[config.mk]
export PLATFORM = sky130hd
export DESIGN_NAME = vram_swap_scheduler_flat
export DESIGN_NICKNAME = d
export VERILOG_FILES = /design/src/rtl/vram_swap_scheduler_pkg.sv /design/src/rtl/vram_swap_scheduler_if.sv /design/src/rtl/vram_swap_scheduler_watchdog.sv /design/src/rtl/vram_swap_scheduler.sv /design/src/flat_wrapper.sv
export SDC_FILE = /design/constraint.sdc
export NUM_CORES = 1
export LEC_CHECK = 0
export CAP_MARGIN = 20
export CORE_ASPECT_RATIO = 1.2
export CORE_MARGIN = 2
export CORE_UTILIZATION = 50
export CTS_BUF_LIST = sky130_fd_sc_hd__clkbuf_8
export CTS_CLUSTER_DIAMETER = 120
export DETAILED_ROUTE_END_ITERATION = 12
export PLACE_DENSITY = 0.78
export SYNTH_ARGS = -nofsm -noshare
export SYNTH_HDL_FRONTEND = slang
export SYNTH_SLANG_ARGS = --single-unit
[constraint.sdc]
create_clock -name clk -period 2 [get_ports clk]
set_clock_uncertainty 0.05 [all_clocks]
set_input_delay 0.2 -clock clk [delete_from_list [all_inputs] [get_ports clk]]
set_output_delay 0.2 -clock clk [all_outputs]
set_load 0.005 [all_outputs]
[src/rtl/vram_swap_scheduler_pkg.sv]
// Shared types and defaults for the VRAM double-buffer swap sequencer.
package vram_sched_pkg;

  localparam int unsigned DEFAULT_TIMEOUT_CYCLES = 4095;
  localparam int unsigned DEFAULT_FRAME_CNT_W    = 16;

  typedef enum logic [2:0] {
    IDLE,
    ARMED,
    SWAP,
    SYNC,
    WAIT_DONE,
    ACK
  } vram_sched_state_t;

  // Bits needed for a timer that must be able to hold max_count itself.
  function automatic int unsigned timer_w(input int unsigned max_count);
    return (max_count < 1) ? 1 : $clog2(max_count + 1);
  endfunction

endpackage

[src/rtl/vram_swap_scheduler_if.sv]
// CPU / PPU / sync-writer handshake bundle for vram_swap_scheduler.
interface vram_swap_scheduler_if
  import vram_sched_pkg::*;
#(
  parameter int unsigned FRAME_CNT_W = DEFAULT_FRAME_CNT_W
);

  logic                   cpu_update_req;
  logic                   vblank_start;
  logic                   sync_done;
  logic                   err_clr;
  logic                   swap;
  logic                   sync;
  logic                   cpu_wr_block;
  logic                   update_pending;
  logic                   frame_ack;
  logic [FRAME_CNT_W-1:0] frame_count;
  logic                   timeout_err;

  modport master (
    output cpu_update_req, vblank_start, sync_done, err_clr,
    input  swap, sync, cpu_wr_block, update_pending, frame_ack,
           frame_count, timeout_err
  );

  modport slave (
    input  cpu_update_req, vblank_start, sync_done, err_clr,
    output swap, sync, cpu_wr_block, update_pending, frame_ack,
           frame_count, timeout_err
  );

endinterface

[src/rtl/vram_swap_scheduler_watchdog.sv]
// Loadable saturating up-counter with clear/enable; flags when it reaches TERM.
module vram_sched_watchdog #(
  parameter int unsigned W    = 12,
  parameter int unsigned TERM = 4094
) (
  input  logic         clk,
  input  logic         rst,
  input  logic         clr,
  input  logic         load,
  input  logic [W-1:0] load_val,
  input  logic         en,
  output logic         expired
);

  logic [W-1:0] count;

  always_ff @(posedge clk) begin
    if (rst || clr) begin
      count <= '0;
    end else if (load) begin
      count <= load_val;
    end else if (en && (count != '1)) begin
      count <= count + W'(1);
    end
  end

  assign expired = (count == W'(TERM));

endmodule

[src/rtl/vram_swap_scheduler.sv]
// Per-frame VRAM sequencer: vblank-aligned swap, consumer->producer resync,
// CPU write blocking and a watchdog on the sync writer.
module vram_swap_scheduler
  import vram_sched_pkg::*;
#(
  parameter int unsigned TIMEOUT_CYCLES = DEFAULT_TIMEOUT_CYCLES,
  parameter int unsigned FRAME_CNT_W    = DEFAULT_FRAME_CNT_W
) (
  input logic                  clk,
  input logic                  rst,
  vram_swap_scheduler_if.slave bus
);

  localparam int unsigned TIMER_W = timer_w(TIMEOUT_CYCLES);

  vram_sched_state_t      state;
  logic                   swap_q;
  logic                   sync_q;
  logic                   block_q;
  logic                   pending_q;
  logic                   ack_q;
  logic                   err_q;
  logic                   requeue_q;
  logic [FRAME_CNT_W-1:0] count_q;
  logic                   wd_clr;
  logic                   wd_en;
  logic                   wd_expired;

  // Timer is zeroed during SYNC so it counts only WAIT_DONE cycles.
  always_comb begin
    wd_clr = (state == SYNC);
    wd_en  = (state == WAIT_DONE);
  end

  vram_sched_watchdog #(
    .W    (TIMER_W),
    .TERM (TIMEOUT_CYCLES - 1)
  ) u_watchdog (
    .clk      (clk),
    .rst      (rst),
    .clr      (wd_clr),
    .load     (1'b0),
    .load_val ('0),
    .en       (wd_en),
    .expired  (wd_expired)
  );

  always_ff @(posedge clk) begin
    if (rst) begin
      state     <= IDLE;
      swap_q    <= 1'b0;
      sync_q    <= 1'b0;
      block_q   <= 1'b0;
      pending_q <= 1'b0;
      ack_q     <= 1'b0;
      err_q     <= 1'b0;
      requeue_q <= 1'b0;
      count_q   <= '0;
    end else begin
      swap_q <= 1'b0;
      sync_q <= 1'b0;
      ack_q  <= 1'b0;
      // Clear first so a timeout later in this block overrides it.
      if (bus.err_clr) err_q <= 1'b0;

      case (state)
        IDLE: begin
          if (bus.cpu_update_req) begin
            state     <= ARMED;
            pending_q <= 1'b1;
            block_q   <= 1'b1;
          end
        end

        ARMED: begin
          if (bus.vblank_start) begin
            state     <= SWAP;
            swap_q    <= 1'b1;
            pending_q <= 1'b0;
          end
        end

        SWAP: begin
          state  <= SYNC;
          sync_q <= 1'b1;
          if (bus.cpu_update_req) requeue_q <= 1'b1;
        end

        SYNC: begin
          state <= WAIT_DONE;
          if (bus.cpu_update_req) requeue_q <= 1'b1;
        end

        WAIT_DONE: begin
          if (bus.sync_done) begin
            state   <= ACK;
            ack_q   <= 1'b1;
            block_q <= 1'b0;
            count_q <= count_q + FRAME_CNT_W'(1);
            if (bus.cpu_update_req) requeue_q <= 1'b1;
          end else if (wd_expired) begin
            state     <= IDLE;
            err_q     <= 1'b1;
            block_q   <= 1'b0;
            requeue_q <= 1'b0;
          end else if (bus.cpu_update_req) begin
            requeue_q <= 1'b1;
          end
        end

        ACK: begin
          requeue_q <= 1'b0;
          if (requeue_q || bus.cpu_update_req) begin
            state     <= ARMED;
            pending_q <= 1'b1;
            block_q   <= 1'b1;
          end else begin
            state <= IDLE;
          end
        end

        default: begin
          state     <= IDLE;
          pending_q <= 1'b0;
          block_q   <= 1'b0;
          requeue_q <= 1'b0;
        end
      endcase
    end
  end

  assign bus.swap           = swap_q;
  assign bus.sync           = sync_q;
  assign bus.cpu_wr_block   = block_q;
  assign bus.update_pending = pending_q;
  assign bus.frame_ack      = ack_q;
  assign bus.frame_count    = count_q;
  assign bus.timeout_err    = err_q;

endmodule

[src/flat_wrapper.sv]
// flat-port wrapper written by rule: the top's interface ports become plain ports
module vram_swap_scheduler_flat import vram_sched_pkg::*;
#(
  parameter int unsigned TIMEOUT_CYCLES = DEFAULT_TIMEOUT_CYCLES,
  parameter int unsigned FRAME_CNT_W    = DEFAULT_FRAME_CNT_W
)
  (clk, rst, bus_cpu_update_req, bus_vblank_start, bus_sync_done, bus_err_clr, bus_swap, bus_sync, bus_cpu_wr_block, bus_update_pending, bus_frame_ack, bus_frame_count, bus_timeout_err);
  vram_swap_scheduler_if #(.FRAME_CNT_W(FRAME_CNT_W)) bus_i ();
  input logic clk;
  input logic rst;
  input wire logic [$bits(bus_i.cpu_update_req)-1:0] bus_cpu_update_req;
  input wire logic [$bits(bus_i.vblank_start)-1:0] bus_vblank_start;
  input wire logic [$bits(bus_i.sync_done)-1:0] bus_sync_done;
  input wire logic [$bits(bus_i.err_clr)-1:0] bus_err_clr;
  output wire logic [$bits(bus_i.swap)-1:0] bus_swap;
  output wire logic [$bits(bus_i.sync)-1:0] bus_sync;
  output wire logic [$bits(bus_i.cpu_wr_block)-1:0] bus_cpu_wr_block;
  output wire logic [$bits(bus_i.update_pending)-1:0] bus_update_pending;
  output wire logic [$bits(bus_i.frame_ack)-1:0] bus_frame_ack;
  output wire logic [$bits(bus_i.frame_count)-1:0] bus_frame_count;
  output wire logic [$bits(bus_i.timeout_err)-1:0] bus_timeout_err;
  assign bus_i.cpu_update_req = bus_cpu_update_req;
  assign bus_i.vblank_start = bus_vblank_start;
  assign bus_i.sync_done = bus_sync_done;
  assign bus_i.err_clr = bus_err_clr;
  assign bus_swap = bus_i.swap;
  assign bus_sync = bus_i.sync;
  assign bus_cpu_wr_block = bus_i.cpu_wr_block;
  assign bus_update_pending = bus_i.update_pending;
  assign bus_frame_ack = bus_i.frame_ack;
  assign bus_frame_count = bus_i.frame_count;
  assign bus_timeout_err = bus_i.timeout_err;
  vram_swap_scheduler #(.TIMEOUT_CYCLES(TIMEOUT_CYCLES), .FRAME_CNT_W(FRAME_CNT_W)) u_core (.clk(clk), .rst(rst), .bus(bus_i));
endmodule
==> metrics.md <==
| Metric | Value |
|---|---|
| Startpoint Class | register |
| Die X | 59.5 um |
| Design Power | 1.39 mW |
| Top achievable clock speed | 0.534 GHz |
| Hold Violations, Final | 0 |
| Number of diodes | 0 |
| Initial antenna violation count | 0 |
| Worst skew pair latency | 290 ps |
| DIE AREA | 4200 um^2 |
| Vias in the first global route | 1,566 |
| Vias post-DR | 1,698 |
| Final setup fails | 0 |
| Worst VDD drop | 0.000580 V |
| P_leak | 0.781 nW |
| Root Buffer | clkbuf_8 |
| Status | finished, final reports clean |
| Final nets | 262 |
| Non-Filler Instances | 292 |
| All-Layer GR Usage | 20.8% |
| # port buffers | 27 |
| Routed Antenna Nets | 0 |
| Critical path's largest stage delay | 540 ps |
| Grt ovf | 0 |
| Req. time, crit path | 2170 ps |
| Gate Count Post-Synth | 219 |
| Seq/Total Area, Yosys | 41.2% |
| Max-cap violations | 0 |
| Worst-margin pin slew | 498 ps |
| Initial Utilization | 51.7% |
| Final min period | 1870 ps |
| Finished Core Util | 64.0% |
| Total Wirelength | 4030 um |
| # hold bufs at CTS | 0 |
| Crit path arrival time | 2050 ps |
| Drc violations | 0 |
| Area grow syn2layout | 23.9% |
| Setup bufs post-CTS | 0 |
| CP cell instances | ha_1 -> and3_1 -> and4_1 -> or4_1 -> a21oi_1 |
| Num rows | 24 |
| Syn Nets | 228 |
| Yosys top cell area share | 41.2% |
| Core Footprint | 3570 um^2 |
| CP endpoint kind | register |
| Power density over cell area | 607 nW/um^2 |
| Post-route cell area | 2290 um^2 |
| CP Max Fanout | 16 |
| Area of the multi-input gates | 1020 um^2 |
| Number of fillers in the final layout | 310 |
| CTS resizes | 0 |
| Setup_tns | 0 ps |
| Synth Flop Type | dfxtp_1 |
| I/O pins | 28 |
| Reg area | 761 um^2 |
| Synth area leader | dfxtp_1 |
| RSZ-0062 raised after global routing | no |
| Hold crit path type | reg2reg |
| Distinct cells, synth | 44 |
| Count of pins over their slew limit | 0 |
| Crit share post-route | 93.7% |
| DRT iter0 DRCs | 42 |
| Placed Area | 2210 um^2 |
| Cells after DPL | 285 |
| DPL Wire Length | 2840 um |
| Pin count of the biggest net entering global routing | 30 |
| First-pass GRT wire length | 6900 um |
| TritonCTS clock tree | done |
| Layout cells sized above 1 | 10.3% |
| YS warnings | 0 |
| Worst setup path class | reg2reg |
| Post-synth EDFFs | 0 |
| Syn Area/Cell | 8.43 um^2 |
| Clk buf depth | 2 |
| Clk sinks | 38 |
| RD Place Congestion | 0.812 |
| Clock Pin Slew Worst Setup and Hold Paths | 80 ps |
| First-pass detailed-route iteration total | 4 |
| Top cells by area, synth | dfxtp_1 (41%), a21oi_1 (6.0%), xnor2_1 (3.8%), nor2_1 (3.7%), nand2_1 (3.0%) |
| Slew headroom | 66.7% |
| Via-to-Cell Ratio | 5.82 |
| WL/cell | 13.8 um |
| H-tree depth | 2 |
| Num CTS Buffers | 5 |
| Slowest CP cell | or4_1 |
| Synthesized cell area | 1850 um^2 |
| Fraction of registers with async set/reset | 0% |
| Seq cells post-synth | 38 |
| Die height | 70.6 um |
layer usage:
metal | routed length, um | vias up | global-route usage, %
met3 | 118 | 5 | 5.12
li1 | - | 875 | -
met1 | 1850 | 797 | 27.0
met2 | 2010 | 21 | 33.6
met5 | 0 | - | 0
met4 | 55 | 0 | 6.82
final timing paths:
path / start / end / slack, ps / cells past startpoint
max: u_core.u_watchdog.count[0] / u_core.u_watchdog.count[11] / 130 / 5
min: u_core.bus.timeout_err / u_core.bus.timeout_err / 420 / 2
max reg2reg: u_core.u_watchdog.count[0] / u_core.u_watchdog.count[11] / 130 / 5
min reg2reg: u_core.bus.timeout_err / u_core.bus.timeout_err / 420 / 2
report_power, final:
part	switching (mW)	internal, mW	leakage, nW
combinational	0.0526	0.0575	0.430
sequential	0.0127	0.769	0.307
clock	0.262	0.234	0.0438
total	0.328	1.06	0.781
synthesized netlist by cell type (2+ instances only):
cell,number
or2_2,2
nor3_1,9
clkbuf_1,10
inv_1,6
a21oi_1,22
nand2b_1,4
nor4bb_1,2
nor4_1,3
or4_1,6
nand4_1,9
nor2_1,18
xor2_1,4
or3_1,6
xnor2_1,8
nand2_1,15
mux2_2,2
nand3_1,9
and4_1,3
and3_1,4
o31ai_1,7
dfxtp_1,38
nor2b_1,2
ha_1,3
o21ai_0,7
sequential cells by signal, summed over array words and instances, names as in the netlist:
signal                     flops
u_core.bus.frame_count        16
u_core.bus.cpu_wr_block        1
u_core.bus.sync                1
u_core.bus.update_pending      1
u_core.requeue_q               1
u_core.bus.frame_ack           1
u_core.u_watchdog.count       12
u_core.state                   3
u_core.bus.timeout_err         1
u_core.bus.swap                1
cell type report:
| type | count | area share [%] |
|---|---|---|
| tap | 39 | 2.13 |
| inverter | 6 | 0.984 |
| clock buffer | 5 | 3.01 |
| multi-input combinational | 163 | 44.5 |
| timing repair buffer | 39 | 15.7 |
| sequential | 38 | 33.2 |
| clock inverter | 2 | 0.437 |
cells in the final DEF, fill, tap and decap left out, types with 2 or more instances in the layout:
cell type        Yosys  layout
nand2b_1             4       4
xnor2_1              8       8
nor2_1              18      18
a21oi_1             22      22
clkinv_2             0       2
nor2b_1              2       2
and3_1               4       4
mux2_2               2       2
dfxtp_1             38      38
and4_1               3       3
buf_4                0      12
nor4bb_1             2       2
ha_1                 3       3
nor4_1               3       3
o31ai_1              7       7
clkdlybuf4s50_1      0      27
inv_1                6       6
nor3_1               9       9
nand2_1             15      15
nand3_1              9       9
xor2_1               4       4
clkbuf_8             0       5
or3_1                6       6
nand4_1              9       9
or2_2                2       2
o21ai_0              7       7
or4_1                6       6
stage by stage:
stage / hold slack, ps / worst slack, ps
3_5_place_dp: 411 / -15.4
6_report: 421 / 126
3_3_place_gp: 408 / 14.6
4_1_cts: 421 / 124
2_1_floorplan: 314 / 154
5_1_grt: 460 / 34.0
logic make-up after synthesis:
logic type | after synthesis | share of synthesized area (%)
flops | 38 | 41.2
xor+xnor | 12 | 5.69
buf+inv | 18 | 3.73
simple gates | 99 | 30.3
mux | 3 | 1.76
compound gates | 46 | 15.3
fa+ha+maj | 3 | 2.03
critical path: cells and delay by family (launching register included):
family          cells  cell delay [ps]
compound gates      1              140
fa+ha+maj           1              220
flops               1              350
simple gates        3             1050
(Power assumes the default switching activity.)
